<file path="src/rtl/id_rn_pkg.sv">
// Shared definitions for the ID->RN elastic pipeline register.
// Holds the lane width calculation, lane field offsets and occupancy states.
package id_rn_pkg;

    // Occupancy states; the encoding doubles as the occupancy count.
    typedef enum logic [1:0] {
        EMPTY = 2'd0,
        ONE   = 2'd1,
        FULL  = 2'd2
    } occ_state_t;

    // Lane layout, MSB to LSB: {aluop, regw, src1, src2, rdst, imm}.
    function automatic int lane_w(input int aluop_w,
                                  input int reg_w,
                                  input int imm_w);
        return aluop_w + 1 + 3 * reg_w + imm_w;
    endfunction

    function automatic int off_imm();
        return 0;
    endfunction

    function automatic int off_rdst(input int imm_w);
        return imm_w;
    endfunction

    function automatic int off_src2(input int reg_w,
                                    input int imm_w);
        return imm_w + reg_w;
    endfunction

    function automatic int off_src1(input int reg_w,
                                    input int imm_w);
        return imm_w + 2 * reg_w;
    endfunction

    function automatic int off_regw(input int reg_w,
                                    input int imm_w);
        return imm_w + 3 * reg_w;
    endfunction

    function automatic int off_aluop(input int reg_w,
                                     input int imm_w);
        return imm_w + 3 * reg_w + 1;
    endfunction

endpackage

</file>
<file path="src/rtl/id_rn_group_slot.sv">
// Single fetch-group register {lane_valid, bundle, pc, gtag}.
// Ports: clk, rst, clr (drops lane valids only), load, d_* inputs, q_* outputs.
module id_rn_group_slot #(
    parameter int LANES  = 4,
    parameter int BW     = 228,
    parameter int PC_W   = 32,
    parameter int GTAG_W = 4
) (
    input  logic              clk,
    input  logic              rst,
    input  logic              clr,
    input  logic              load,
    input  logic [LANES-1:0]  d_lane_valid,
    input  logic [BW-1:0]     d_bundle,
    input  logic [PC_W-1:0]   d_pc,
    input  logic [GTAG_W-1:0] d_gtag,
    output logic [LANES-1:0]  q_lane_valid,
    output logic [BW-1:0]     q_bundle,
    output logic [PC_W-1:0]   q_pc,
    output logic [GTAG_W-1:0] q_gtag
);

    always_ff @(posedge clk) begin
        if (rst) begin
            q_lane_valid <= '0;
            q_bundle     <= '0;
            q_pc         <= '0;
            q_gtag       <= '0;
        end else if (clr) begin
            // Payload is kept; only the lane valids are dropped.
            q_lane_valid <= '0;
        end else if (load) begin
            q_lane_valid <= d_lane_valid;
            q_bundle     <= d_bundle;
            q_pc         <= d_pc;
            q_gtag       <= d_gtag;
        end
    end

endmodule

</file>
<file path="src/rtl/id_rn_elastic_reg.sv">
// N-lane decode->rename register with valid/ready handshake and skid slot.
// Ports: clk, rst, flush, in_* (from ID), out_* (to RN), occupancy.
module id_rn_elastic_reg
    import id_rn_pkg::*;
#(
    parameter  int LANES   = 4,
    parameter  int ALUOP_W = 9,
    parameter  int REG_W   = 5,
    parameter  int IMM_W   = 32,
    parameter  int PC_W    = 32,
    parameter  int GTAG_W  = 4,
    localparam int LANE_W  = lane_w(ALUOP_W, REG_W, IMM_W),
    localparam int BW      = LANES * LANE_W
) (
    input  logic              clk,
    input  logic              rst,
    input  logic              flush,
    input  logic              in_valid,
    output logic              in_ready,
    input  logic [LANES-1:0]  in_lane_valid,
    input  logic [BW-1:0]     in_bundle,
    input  logic [PC_W-1:0]   in_pc,
    output logic              out_valid,
    input  logic              out_ready,
    output logic [LANES-1:0]  out_lane_valid,
    output logic [BW-1:0]     out_bundle,
    output logic [PC_W-1:0]   out_pc,
    output logic [GTAG_W-1:0] out_gtag,
    output logic [1:0]        occupancy
);

    occ_state_t        state;
    occ_state_t        state_n;
    logic [GTAG_W-1:0] tag;

    logic accept;
    logic store;
    logic consume;
    logic main_load;
    logic main_from_skid;
    logic skid_load;

    logic [LANES-1:0]  main_lv;
    logic [LANES-1:0]  skid_lv;
    logic [BW-1:0]     skid_bundle;
    logic [PC_W-1:0]   skid_pc;
    logic [GTAG_W-1:0] skid_gtag;

    logic [LANES-1:0]  main_d_lv;
    logic [BW-1:0]     main_d_bundle;
    logic [PC_W-1:0]   main_d_pc;
    logic [GTAG_W-1:0] main_d_gtag;

    // Ready depends only on state, never on out_ready.
    assign in_ready  = (state != FULL);
    assign out_valid = (state != EMPTY);
    assign occupancy = state;

    assign accept  = in_valid & in_ready;
    // All-invalid groups are swallowed here.
    assign store   = accept & (|in_lane_valid);
    assign consume = out_valid & out_ready;

    always_comb begin
        state_n        = state;
        main_load      = 1'b0;
        main_from_skid = 1'b0;
        skid_load      = 1'b0;
        if (flush) begin
            state_n = EMPTY;
        end else begin
            case (state)
                EMPTY: begin
                    if (store) begin
                        main_load = 1'b1;
                        state_n   = ONE;
                    end
                end
                ONE: begin
                    if (store && consume) begin
                        main_load = 1'b1;
                    end else if (store) begin
                        skid_load = 1'b1;
                        state_n   = FULL;
                    end else if (consume) begin
                        state_n = EMPTY;
                    end
                end
                FULL: begin
                    if (consume) begin
                        main_load      = 1'b1;
                        main_from_skid = 1'b1;
                        state_n        = ONE;
                    end
                end
                default: state_n = EMPTY;
            endcase
        end
    end

    always_ff @(posedge clk) begin
        if (rst) begin
            state <= EMPTY;
            tag   <= '0;
        end else begin
            state <= state_n;
            // Flush does not rewind the tag; a discarded group takes none.
            if (store && !flush) begin
                tag <= tag + GTAG_W'(1);
            end
        end
    end

    assign main_d_lv     = main_from_skid ? skid_lv     : in_lane_valid;
    assign main_d_bundle = main_from_skid ? skid_bundle : in_bundle;
    assign main_d_pc     = main_from_skid ? skid_pc     : in_pc;
    assign main_d_gtag   = main_from_skid ? skid_gtag   : tag;

    id_rn_group_slot #(
        .LANES  (LANES),
        .BW     (BW),
        .PC_W   (PC_W),
        .GTAG_W (GTAG_W)
    ) u_main (
        .clk          (clk),
        .rst          (rst),
        .clr          (flush),
        .load         (main_load),
        .d_lane_valid (main_d_lv),
        .d_bundle     (main_d_bundle),
        .d_pc         (main_d_pc),
        .d_gtag       (main_d_gtag),
        .q_lane_valid (main_lv),
        .q_bundle     (out_bundle),
        .q_pc         (out_pc),
        .q_gtag       (out_gtag)
    );

    id_rn_group_slot #(
        .LANES  (LANES),
        .BW     (BW),
        .PC_W   (PC_W),
        .GTAG_W (GTAG_W)
    ) u_skid (
        .clk          (clk),
        .rst          (rst),
        .clr          (flush),
        .load         (skid_load),
        .d_lane_valid (in_lane_valid),
        .d_bundle     (in_bundle),
        .d_pc         (in_pc),
        .d_gtag       (tag),
        .q_lane_valid (skid_lv),
        .q_bundle     (skid_bundle),
        .q_pc         (skid_pc),
        .q_gtag       (skid_gtag)
    );

    assign out_lane_valid = out_valid ? main_lv : '0;

endmodule

</file>
<file path="config.mk">
export PLATFORM = sky130hd
export DESIGN_NAME = id_rn_elastic_reg
export DESIGN_NICKNAME = d
export VERILOG_FILES = /design/src/rtl/id_rn_pkg.sv /design/src/rtl/id_rn_group_slot.sv /design/src/rtl/id_rn_elastic_reg.sv
export SDC_FILE = /design/constraint.sdc
export NUM_CORES = 1
export LEC_CHECK = 0
export CORE_ASPECT_RATIO = 2
export CORE_MARGIN = 4
export CORE_UTILIZATION = 58
export CTS_BUF_LIST = sky130_fd_sc_hd__clkbuf_2 sky130_fd_sc_hd__clkbuf_4 sky130_fd_sc_hd__clkbuf_8
export CTS_CLUSTER_SIZE = 16
export DETAILED_ROUTE_END_ITERATION = 10
export GPL_TIMING_DRIVEN = 0
export PLACE_DENSITY = 0.87
export RECOVER_POWER = 50
export REMOVE_ABC_BUFFERS = 1
export SLEW_MARGIN = 20
export SYNTH_ARGS = -nofsm -noshare
export SYNTH_HDL_FRONTEND = slang
export SYNTH_SLANG_ARGS = --single-unit
</file>
<file path="constraint.sdc">
create_clock -name clk -period 3.4 [get_ports clk]
set_clock_uncertainty 0.2 [all_clocks]
set_input_delay 0.34 -clock clk [delete_from_list [all_inputs] [get_ports clk]]
set_output_delay 0.34 -clock clk [all_outputs]
set_load 0.1 [all_outputs]
</file>
Word-level counts from Yosys, hierarchy flattened
Cells that the tools add are included.
{ "word_totals": {"input_bits": 269, "reg_bits": 542} }
{ "classes": {"eq_ne": 7, "n_bitwise": 4, "addsub": 1, "n_reduce_logical": 10, "mux": 21} }
{ "ops": {"columns": ["operator", "n"], "rows": [
  ["228-bit two-way mux", 1],
  ["32-bit two-way mux", 1],
  ["4-bit two-way mux", 3],
  ["2-bit two-way mux", 5],
  ["1-bit two-way mux", 9],
  ["2-bit != test (second input constant)", 4],
  ["2-bit case mux with 3 select lines", 1],
  ["4-bit by 1-bit adder with 4-bit output (second input constant)", 1],
  ["2-bit AND reduction", 2],
  ["4-bit AND reduction", 1],
  ["4-bit OR reduction", 1],
  ["1-bit AND", 3],
  ["3-bit != test (second input constant)", 1],
  ["1-bit case mux with 3 select lines", 1],
  ["2-bit by 1-bit equality test with 1-bit output (second input constant)", 1],
  ["2-bit equality test (second input constant)", 1],
  ["1-bit logical AND", 2],
  ["2-bit logical NOT", 1],
  ["2-bit nonzero test", 1],
  ["2-bit OR reduction", 1],
  ["1-bit logical NOT", 1],
  ["1-bit NOT", 1]
]} }

Logic depth before layout (Yosys ltp)
{ "depth": {"ltp_word": 8, "depth_mapped": 8} }

Modules after synthesis
From an unflattened synthesis, not the netlist that was laid out.
{ "unflattened": {"hier_cells": 2777, "area_unflattened_um2": 27794.2} }
{ "modules_own_cells": {"columns": ["mod", "area_each_um2", "n_inst", "cells_each", "seq_area_each_um2"], "rows": [
  ["id_rn_group_slot", 12082.8, 2, 1217, 5365.1],
  ["id_rn_elastic_reg", 3628.5, 1, 343, 120.1]
]} }

Least setup slack after synthesis
Ideal clock, no wire load.
{ "synth_path": {"path_kind": "register to output", "startpoint": "reg state[1] (netlist: occupancy[1])", "endpoint": "out out_lane_valid[0]", "path_slack_ns": -0.420, "stages_incl_launch_ff": 6, "path_buffers": 3, "arrival_ns": 3.280, "path_cell_list": "dfxtp_1 -> clkbuf_1 -> clkbuf_1 -> buf_1 -> nor2_1 -> nor2b_1"} }
{ "synth_via": {"elab_chain_cells": 2} }
{ "synth_rtl": {"columns": ["item", "line", "text"], "rows": [
  ["from (decl)", "id_rn_elastic_reg.sv:32", "occ_state_t state;"],
  ["from (signal assigned)", "id_rn_elastic_reg.sv:106", "state <= state_n;"],
  ["2-bit nonzero test", "id_rn_elastic_reg.sv:56", "assign out_valid = (state != EMPTY);"],
  ["4-bit two-way mux", "id_rn_elastic_reg.sv:159", "assign out_lane_valid = out_valid ? main_lv : '0;"],
  ["to (decl)", "id_rn_elastic_reg.sv:25", "output logic [LANES-1:0] out_lane_valid,"]
]} }
Every way passes these cells.

Worst setup path in the final report
{ "layout_path": {"startpoint": "in in_lane_valid[2]", "endpoint": "reg u_skid.q_bundle[185]"} }
{ "layout_via": {"elab_chain_cells": 7, "elab_cells_between_ends": 8, "cone_classes": "4 x mux; 1 x bitwise; 3 x reduce/logical"} }
{ "layout_rtl": {"columns": ["item", "line", "text"], "rows": [
  ["from (decl)", "id_rn_elastic_reg.sv:20", "input logic [LANES-1:0] in_lane_valid,"],
  ["4-bit OR reduction (*)", "id_rn_elastic_reg.sv:61", "assign store = accept & (|in_lane_valid);"],
  ["1-bit AND (*)", "id_rn_elastic_reg.sv:61", null],
  ["1-bit two-way mux or 1-bit logical AND (tied branches)", "id_rn_elastic_reg.sv:82, id_rn_elastic_reg.sv:80", null],
  ["1-bit two-way mux (*)", "id_rn_elastic_reg.sv:80", "if (store && consume) begin"],
  ["1-bit two-way mux (*)", "id_rn_elastic_reg.sv:72", "case (state)"],
  ["1-bit two-way mux (*)", "id_rn_elastic_reg.sv:69", "if (flush) begin"],
  ["2-bit AND reduction (no line) (*)", null, null],
  ["to (signal assigned)", "id_rn_group_slot.sv:34", "q_bundle <= d_bundle;"],
  ["to (decl)", "id_rn_group_slot.sv:18", "output logic [BW-1:0] q_bundle,"]
]} }
Mark *: on every way between the ends. The rest lies on a longest branch, timed or not.
A chain may end at the register's enable or synchronous reset.

==> results.yml <==
timing:
  setup_viol: 0
  holdWs_ns: 0.09748
  setup_ws_ns: 0.07125
  period_share_pct: 97.90
  layout_min_cycle_time_ns: 3.329
  worst_slew_pin_slew_ns: 1.427
  drv_slew: 0
  fmax_ghz: 0.3004
  final.setup.tns_ns: 0
  rsz0062_at_grt: "no"
  hold_viol: 0
  relSlewSlack_pct: 4.845
min_path:
  hp-class: "input pin to register"
synthesis:
  postSynthCellCount: 2613
  synth_flop_cell: "dfxtp_1"
  ys_seq_area_share_pct: 41.62
  async_reset_ff_share_pct: 0
  syn_area_mm2: 0.02607
  synth_seq_cells: 542
  syn_avg_cell_area_um2: 9.977
  synth_edf_count: 0
  synthDistinctLibCells: 37
  yosys_warnings: 0
global_route:
  globalRouteOverflowTotal: 0
  grt_pass1_wl_um: 152100
  grt_pass1_vias: 26580
  antenna_found_initial: 28
  grt_max_degree: 106
  grt.total_usage_pct: 38.64
worst_setup_path:
  worstSetupStartpointType: "input pin"
  worstPathRequired_ns: 3.77
  max_stage_delay_ns: 0.52
  cp_cell_sequence: "clkdlybuf4s50_1 > o41ai_4 > clkbuf_1 > buf_4 > buf_4 > buf_4 > clkbuf_1 > buf_4 > buf_4 > clkbuf_1 > o31ai_1 > a21oi_1"
  path_class: "input pin to register"
  path_max_fanout: 8
  critPathSlowestCell: "clkdlybuf4s50_1"
  cp_common_cell: "buf_4"
  endpoint_kind: "register"
  cp_data_arrival_time_ns: 3.70
power:
  p_per_area_mw_per_mm2: 484.9
  leakage_nw: 12.98
  irDropWorstVdd_mv: 0.5124
  power_mw: 16.57
die:
  core_mm2: 0.04432
  dieWidth_um: 157.9
  fp.dieArea_mm2: 0.04861
  die_h_um: 307.8
  start_util_pct: 58.82
  ios: 541
  std_cell_rows: 109
routing:
  firstDrtPassIters: 8
  via_count: 26620
  viasPerCell: 7.382
  route.detailed.drc: 0
  drtIter0Drc: 3250
  ant_nets: 0
  routed_wl_um: 98890
  post_drt_wl_per_cell_um: 27.42
clocking:
  ctsRootBufferMaster: "clkbuf_8"
  cts_sinks: 542
  htree_levels: 3
  clockBufferDepth: 3
  cts_tree: "yes"
  path_clk_slew_ns: 0.07
  numCtsBuffers: 77
  clk_latency_ns: 0.65
cells_and_area:
  fin_area_mm2: 0.03417
  fillers: 2746
  area_growth_pct: 31.08
  stdcell_count: 3606
  final_util_pct: 77.10
  drive_gt1_share_pct: 15.23
  finalNetCount: 3235
  final_cell_mix: "dfxtp_1, clkdlybuf4s50_1, mux2i_1"
  final_common_cell: "dfxtp_1"
placement:
  placed_cells: 3432
  post-place-ws_ns: -0.9431
  hpwl_um: 62070
  portBuffers: 540
  gp_congestion: 0.8464
  place_area_mm2: 0.03256
run_status:
  status: "completed"
flow_run:
  drv_cap: 0
-- logic make-up after synthesis --
kind of cell | count (synthesis) | synth area share, %
multiplexers | 273 | 10.48
flip-flops | 542 | 41.62
adder cells (fa/ha/maj) | 1 | 0.04799
AO/OA/AOI/OAI | 1078 | 33.61
buffers and inverters | 424 | 7.127
AND/OR/NAND/NOR | 295 | 7.108
-- report_power, final --
group          internal (mW)  switching (mW)
sequential              6.62           0.157
clock                   3.06            2.62
combinational           1.18            2.94
total                   10.8            5.72
-- what timing repair did --
item / in CTS / in global routing
endpoints found under the setup margin: 113 / 64
buffers inserted: 1 / 5
hold buffers: 1 / 0
gates cloned: 2 / 1
resized for setup: 14 / 7
pin swaps: 1 / 0
endpoints found under the hold margin: 2 / 0
-- cells in the mapped netlist (2+ instances only) --
library cell	n	area [um2]
nand2b_1	5	31.28
inv_1	3	11.26
buf_1	12	45.04
buf_4	11	82.58
dfxtp_1	542	10850
nand4_1	266	1664
o31ai_1	268	2012
nor2_1	3	11.26
mux2i_1	273	2733
nor2b_1	5	31.28
nand3_1	2	10.01
a211oi_1	69	518.0
a211oi_2	200	2502
a311oi_1	268	2347
or2_2	3	18.77
a21oi_1	268	1341
clkbuf_1	292	1096
buf_2	90	450.4
buf_6	15	168.9
-- layer usage --
layer | share of wire [%] | vias up | wire [um] | track usage, %
met4 | 8.7 | 2 | 8569 | 28.22
met1 | 35 | 12960 | 34520 | 45.37
met2 | 47 | 1870 | 46450 | 60.37
met3 | 9.4 | 444 | 9326 | 9.774
met5 | 0.013 | - | 13 | 0
li1 | - | 11340 | - | -
-- worst max-delay path: cells and delay by family --
kind	cells	cell delay, ns
compound gates	3	0.73
buf+inv	9	2.60
-- final cells by class --
class	instances	area (um2)	share of cell area (%)
repair buffers	690	7545	22.08
multi-input cells	1650	13300	38.92
clock buffers	117	1504	4.401
clock inverters	17	178.9	0.5236
inverters	4	18.77	0.05492
well taps	555	694.4	2.032
flip-flops and latches	542	10860	31.77
diodes	31	77.57	0.2270
-- worst paths after layout --
check	depth (start not counted)	startpoint	to	slack, ns
max	12	in_lane_valid[2]	u_skid.q_bundle[185]$_SDFFE_PP0P_	0.07
min reg2reg	2	u_skid.q_pc[12]$_SDFFE_PP0P_	u_skid.q_pc[12]$_SDFFE_PP0P_	0.27
max reg2reg	7	occupancy[1]$_SDFFE_PP0P_	u_main.q_bundle[210]$_SDFFE_PP0P_	0.16
min	3	in_bundle[215]	u_skid.q_bundle[215]$_SDFFE_PP0P_	0.1
-- registers in the layout (all words and copies together), names as in the netlist --
signal	count
occupancy	2
u_main.q_gtag	4
u_main.q_lane_valid	4
u_main.q_bundle	228
u_skid.q_pc	32
u_skid.q_gtag	4
u_skid.q_bundle	228
tag	4
u_skid.q_lane_valid	4
u_main.q_pc	32
(Power assumes the default switching activity.)
